File: src/rtl/dbg_commit_pkg.sv
// Shared types for the debug commit queue: the retired-instruction record
// and the halt FSM states.
package dbg_commit_pkg;

    // Register addresses are stored already zero-extended to 32 bits, so the
    // record layout does not depend on GPR_AW/CSR_AW.
    typedef struct packed {
        logic [31:0] pc;
        logic [31:0] inst;
        logic        brk;
        logic        ivd;
        logic        gpr_wen;
        logic [31:0] gpr_waddr;
        logic [31:0] gpr_wdata;
        logic        csr_wen;
        logic [31:0] csr_waddr;
        logic [31:0] csr_wdata;
    } commit_rec_t;

    typedef enum logic [1:0] {
        RUN    = 2'd0,
        DRAIN  = 2'd1,
        HALTED = 2'd2
    } state_t;

    // A record halts the core if it is an ebreak or an invalid instruction.
    function automatic logic is_halting(input commit_rec_t r);
        return r.brk | r.ivd;
    endfunction

endpackage

File: src/rtl/dbg_commit_fifo.sv
// Generic DEPTH-entry FIFO of commit records. Pointers wrap naturally
// (DEPTH must be a power of two); count is one bit wider than the pointers.
module dbg_commit_fifo
    import dbg_commit_pkg::*;
#(
    parameter int DEPTH = 4
) (
    input  logic                       clk,
    input  logic                       rst,
    input  logic                       push_i,
    input  logic                       pop_i,
    input  commit_rec_t                wdata_i,
    output commit_rec_t                rdata_o,
    output logic                       full_o,
    output logic                       empty_o,
    output logic [$clog2(DEPTH):0]     count_o
);

    localparam int AW = $clog2(DEPTH);

    commit_rec_t       mem_q [DEPTH];
    logic [AW-1:0]     wr_ptr_q, rd_ptr_q;
    logic [AW:0]       count_q, count_d;
    logic              push_ok, pop_ok;

    assign full_o  = (count_q == (AW+1)'(DEPTH));
    assign empty_o = (count_q == '0);
    assign count_o = count_q;
    assign rdata_o = mem_q[rd_ptr_q];

    // Overflow/underflow are blocked here as well as by the caller.
    assign push_ok = push_i && !full_o;
    assign pop_ok  = pop_i && !empty_o;

    // Occupancy: simultaneous push and pop leave it unchanged.
    always_comb begin
        count_d = count_q;
        case ({push_ok, pop_ok})
            2'b10:   count_d = count_q + 1'b1;
            2'b01:   count_d = count_q - 1'b1;
            default: count_d = count_q;
        endcase
    end

    // Pointer and count state; reset discards every queued entry.
    always_ff @(posedge clk or posedge rst) begin
        if (rst) begin
            wr_ptr_q <= '0;
            rd_ptr_q <= '0;
            count_q  <= '0;
        end else begin
            if (push_ok) wr_ptr_q <= wr_ptr_q + 1'b1;
            if (pop_ok)  rd_ptr_q <= rd_ptr_q + 1'b1;
            count_q <= count_d;
        end
    end

    // Storage array; contents are meaningless while empty, so no reset.
    always_ff @(posedge clk) begin
        if (push_ok) mem_q[wr_ptr_q] <= wdata_i;
    end

endmodule

File: src/rtl/dbg_commit_queue.sv
// Commit-side buffer between writeback and the difftest block. Records are
// queued and replayed one per cycle as a registered done pulse. A brk/ivd
// record stops intake; once it is emitted the block parks in HALTED.
// Optional build macro DBG_COMMIT_CNT_EN adds instret/cycles counters.
module dbg_commit_queue
    import dbg_commit_pkg::*;
#(
    parameter int DEPTH  = 4,
    parameter int GPR_AW = 5,
    parameter int CSR_AW = 12
) (
    input  logic              clk,
    input  logic              reset,
    input  logic              in_valid,
    output logic              in_ready,
    input  logic [31:0]       in_pc,
    input  logic [31:0]       in_inst,
    input  logic              in_brk,
    input  logic              in_ivd,
    input  logic              in_gpr_wen,
    input  logic [GPR_AW-1:0] in_gpr_waddr,
    input  logic [31:0]       in_gpr_wdata,
    input  logic              in_csr_wen,
    input  logic [CSR_AW-1:0] in_csr_waddr,
    input  logic [31:0]       in_csr_wdata,
    output logic              done,
    output logic [31:0]       pc,
    output logic [31:0]       inst,
    output logic              brk,
    output logic              ivd,
    output logic              gpr_wen,
    output logic [31:0]       gpr_waddr,
    output logic [31:0]       gpr_wdata,
    output logic              csr_wen,
    output logic [31:0]       csr_waddr,
    output logic [31:0]       csr_wdata,
    output logic              halted
`ifdef DBG_COMMIT_CNT_EN
    ,
    output logic [63:0]       instret,
    output logic [63:0]       cycles
`endif
);

    localparam int CW = $clog2(DEPTH) + 1;

    state_t      state_q, state_d;
    commit_rec_t in_rec, head_rec, out_q;
    logic        done_q;
    logic        push, pop;
    logic        fifo_full, fifo_empty;
    logic [CW-1:0] fifo_count;

    assign in_rec = '{
        pc:        in_pc,
        inst:      in_inst,
        brk:       in_brk,
        ivd:       in_ivd,
        gpr_wen:   in_gpr_wen,
        gpr_waddr: 32'(in_gpr_waddr),
        gpr_wdata: in_gpr_wdata,
        csr_wen:   in_csr_wen,
        csr_waddr: 32'(in_csr_waddr),
        csr_wdata: in_csr_wdata
    };

    // Ready depends only on registered state, never on in_valid.
    assign in_ready = (state_q == RUN) && !fifo_full;
    assign push     = in_valid && in_ready;
    // Drain every cycle the queue is non-empty; no bypass from input.
    assign pop      = !fifo_empty;

    dbg_commit_fifo #(.DEPTH(DEPTH)) u_fifo (
        .clk     (clk),
        .rst     (reset),
        .push_i  (push),
        .pop_i   (pop),
        .wdata_i (in_rec),
        .rdata_o (head_rec),
        .full_o  (fifo_full),
        .empty_o (fifo_empty),
        .count_o (fifo_count)
    );

    // Full flag and occupancy must always agree.
    always_comb begin
        assert (reset || (fifo_full == (fifo_count == CW'(DEPTH))));
    end

    // Output register: head is registered and flagged with a one-cycle done.
    always_ff @(posedge clk or posedge reset) begin
        if (reset) begin
            out_q  <= '0;
            done_q <= 1'b0;
        end else begin
            done_q <= pop;
            if (pop) out_q <= head_rec;
        end
    end

    // Halt FSM state register.
    always_ff @(posedge clk or posedge reset) begin
        if (reset) state_q <= RUN;
        else       state_q <= state_d;
    end

    // Halt FSM next state: stop intake on a halting push, park once it is emitted.
    always_comb begin
        state_d = state_q;
        case (state_q)
            RUN:     if (push && is_halting(in_rec))      state_d = DRAIN;
            DRAIN:   if (done_q && is_halting(out_q))     state_d = HALTED;
            HALTED:  state_d = HALTED;
            default: state_d = RUN;
        endcase
    end

    // Flags and write enables are qualified by done; data fields hold.
    assign done      = done_q;
    assign pc        = out_q.pc;
    assign inst      = out_q.inst;
    assign brk       = done_q & out_q.brk;
    assign ivd       = done_q & out_q.ivd;
    assign gpr_wen   = done_q & out_q.gpr_wen & (out_q.gpr_waddr != '0);
    assign gpr_waddr = out_q.gpr_waddr;
    assign gpr_wdata = out_q.gpr_wdata;
    assign csr_wen   = done_q & out_q.csr_wen;
    assign csr_waddr = out_q.csr_waddr;
    assign csr_wdata = out_q.csr_wdata;
    assign halted    = (state_q == HALTED);

`ifdef DBG_COMMIT_CNT_EN
    logic [63:0] instret_q, cycles_q;

    // Retired-instruction and run-time counters; cycles freeze once halted.
    always_ff @(posedge clk or posedge reset) begin
        if (reset) begin
            instret_q <= '0;
            cycles_q  <= '0;
        end else begin
            if (done_q)            instret_q <= instret_q + 64'd1;
            if (state_q != HALTED) cycles_q  <= cycles_q + 64'd1;
        end
    end

    assign instret = instret_q;
    assign cycles  = cycles_q;
`endif

endmodule
File: config.mk
export PLATFORM = sky130hd
export DESIGN_NAME = dbg_commit_queue
export DESIGN_NICKNAME = d
export VERILOG_FILES = /design/src/rtl/dbg_commit_pkg.sv /design/src/rtl/dbg_commit_fifo.sv /design/src/rtl/dbg_commit_queue.sv
export SDC_FILE = /design/constraint.sdc
export NUM_CORES = 1
export LEC_CHECK = 0
export CAP_MARGIN = 10
export CORE_ASPECT_RATIO = 1.4
export CORE_UTILIZATION = 58
export DETAILED_ROUTE_END_ITERATION = 10
export GPL_ROUTABILITY_DRIVEN = 0
export MAX_ROUTING_LAYER = met4
export PLACE_DENSITY = 0.79
export SLEW_MARGIN = 15
export SYNTH_ARGS = -nofsm -noshare
export SYNTH_HDL_FRONTEND = slang
export SYNTH_HIERARCHICAL = 1
export SYNTH_SLANG_ARGS = --single-unit
File: constraint.sdc
create_clock -name clk -period 7.1 [get_ports clk]
set_input_delay 0.71 -clock clk [delete_from_list [all_inputs] [get_ports clk]]
set_output_delay 0.71 -clock clk [all_outputs]
set_load 0.1 [all_outputs]
==> run_results.csv <==
group,metric,value,unit
run_status,outcome,"completed",
clock_network,cts_tree,"done",
logic_synthesis,syn_avg_cell_area,22.2,um^2
detailed_routing,vias_per_cell,5.49,
global_routing,grt_first_pass_wirelength,111000,um
critical_path,crit_fanout,3,
floorplan,start_util,0.587,
logic_synthesis,ys_warn_count,6,
logic_synthesis,syn_inst,1702,
logic_synthesis,yosysTopAreaCell,"edfxtp_1",
global_routing,overflow,0,
logic_synthesis,synth-edff-count,784,
logic_synthesis,seq_area_frac_synth,0.760,
detailed_routing,via_count,16565,
timing,slew-limit-headroom,0.240,
logic_synthesis,yosysTopAreaCellShare,0.623,
placed_design,port-buffer-count,350,
clock_network,clk_latency,0.63,ns
layout,fill_cells,3959,
logic_synthesis,ys_ff_latch,990,
clock_network,cts_setup_buffers,0,
clock_network,clock_path_buffers,3,
clock_network,cts_resized,0,
min_path,min_path_type,"flop to flop",
detailed_routing,drt_first_iter_violations,1230,
detailed_routing,drt_first_pass_iters,5,
placed_design,dp_slack,3.02,ns
detailed_routing,drtAntennaViolNets,0,
timing,setup_violations,0,
floorplan,die_height,304,um
critical_path,end_kind,"primary output",
placed_design,hpwl,41800,um
global_routing,grt_max_degree,151,
detailed_routing,finalWirelength,73500,um
timing,hold_viol_final,0,
logic_synthesis,synth.distinct_cells,30,
global_routing,track_usage,0.237,
timing,worstMarginPinSlew,1.14,ns
layout,finish.utilization,0.688,
clock_network,numCtsBuffers,88,
global_routing,grt_pass1_vias,17866,
layout,area_growth,17.3,%
clock_network,clock-sinks,990,
floorplan,die_area,66200,um^2
floorplan,core,64400,um^2
floorplan,boundaryPins,351,
timing,skew,0.0167,ns
logic_synthesis,synth.top_cells.by_count,"edfxtp_1, dfrtp_1, mux4_2, buf_4, mux2_2",
layout,seq_area,28700,um^2
detailed_routing,avgRoutedWirePerCell,24.4,um
layout,multi_input_area,7800,um^2
layout,drive_above_1_share,0.258,
floorplan,rows,110,
clock_network,cts-htree-levels,3,
logic_synthesis,netlist_area,37800,um^2
timing,worst_slack,3.37,ns
logic_synthesis,synthArstFlopShare,0.208,
critical_path,arrival,3.02,ns
detailed_routing,remaining_drc_errors,0,
timing,rsz0062_at_grt,"no",
run,maxCapViolations,0,
global_routing,antenna_found_initial,17,
timing,timing.final.crit_share,0.525,
clock_network,ctsHoldBuffers,0,
timing,finalSetupTns,0,ns
layout,final_nets,2247,
critical_path,path_class,"flop to primary output",
logic_synthesis,synthFlopType,"edfxtp_1",
clock_network,clk_pin_slew_worst_paths,0.06,ns
timing,min_period,3.73,ns
clock_network,clk_root_buffer_cell,"clkbuf_16",
floorplan,die_w,218,um
logic_synthesis,synth_area_leaders,"edfxtp_1, dfrtp_1, mux4_2",
critical_path,worstPathRequired,6.39,ns
critical_path,crit_path_start_kind,"flop",
timing,drv_slew,0,
timing,fmax,268,MHz
logic_synthesis,yosys.cell_count.top_type,"edfxtp_1",
==> per-stage QoR <==
step | hold slack (ns) | std cells | cell area [um^2]
after floorplan | 0.465 | 1889 | 38500
after global placement | 0.482 | 2835 | 41300
after detailed placement | 0.492 | 2835 | 41300
after CTS | 0.506 | 2999 | 44300
after global routing | 0.511 | 3015 | 44300
final | 0.498 | 3015 | 44300
==> final timing paths <==
kind | startpoint | end | slack (ns) | depth (start not counted)
worst max-delay path | gpr_waddr[25] | gpr_wen | 3.37 | 4
worst min-delay path | gpr_wdata[27] | gpr_wdata[27] | 0.50 | 1
worst max register to register | state_q[0] | u_fifo/mem_q[1][113] | 3.50 | 7
worst min register to register | gpr_wdata[27] | gpr_wdata[27] | 0.50 | 1
max in group asynchronous | reset | csr_wdata[4] | 5.05 | 3
min in group asynchronous | reset | u_fifo/wr_ptr_q[1] | 0.58 | 2
==> critical path: stages, from the launching register on <==
cell	delay (ns)
dfrtp_1	0.40
nor4_1	0.62
nand4_1	0.17
o211a_1	0.25
clkdlybuf4s50_1	0.96
==> logic make-up (layout without fill, tap and decap cells) <==
family | after synthesis | count (layout) | share of synthesized area
and+or+nand+nor | 25 | 25 | 0.00397
AOI/OAI and AO/OA | 4 | 4 | 0.000928
adders and majority gates | 10 | 10 | 0.00351
muxes | 396 | 396 | 0.178
xor gates and xnor gates | 6 | 6 | 0.00139
buffers and inverters | 270 | 540 | 0.0529
other | 1 | 204 | 0.0000993
DFF | 990 | 990 | 0.760
==> layout by cell type, fill, tap and decap left out, drive strengths merged <==
cell           count
conb             188
buf               14
edfxtp           784
diode             16
nor2               2
xnor2              3
dfrtp            206
xor2               3
o211a              1
nor2b              2
ha                 9
and2               8
clkbuf           117
fa                 1
nand2              1
a22o               1
nor3b              1
clkinvlp           5
clkinv            29
bufinv             8
mux2             199
nand4              2
mux2i              1
mux4             196
inv               17
nor3               1
clkdlybuf4s50    350
o211ai             1
nor4               8
o31a               1
==> metal layers <==
layer / part of all wire / GRT usage
met1: 0.39 / 0.301
met2: 0.51 / 0.376
met3: 0.068 / 0.0500
met4: 0.032 / 0.0920
met5: 0 / -
==> registers in the layout (all words and copies together) (netlist names) <==
signal / flops
pc: 32
u_fifo/wr_ptr_q: 2
csr_wdata: 32
u_fifo/mem_q: 784
out_q: 4
u_fifo/count_o: 3
done: 1
state_q: 2
inst: 32
gpr_waddr: 32
gpr_wdata: 32
u_fifo/rd_ptr_q: 2
csr_waddr: 32
==> final cells by class <==
cell class,count,area share
Sequential cell,990,0.648
Multi-Input combinational cell,629,0.176
Timing Repair Buffer,364,0.0831
Clock buffer,117,0.0563
Tap cell,840,0.0237
Clock inverter,47,0.0112
Inverter,12,0.00119
Antenna cell,16,0.000903
Power is left out: the tool's default activity adds up to more than one toggle a clock period on the data nets, which glitch-free logic cannot reach.
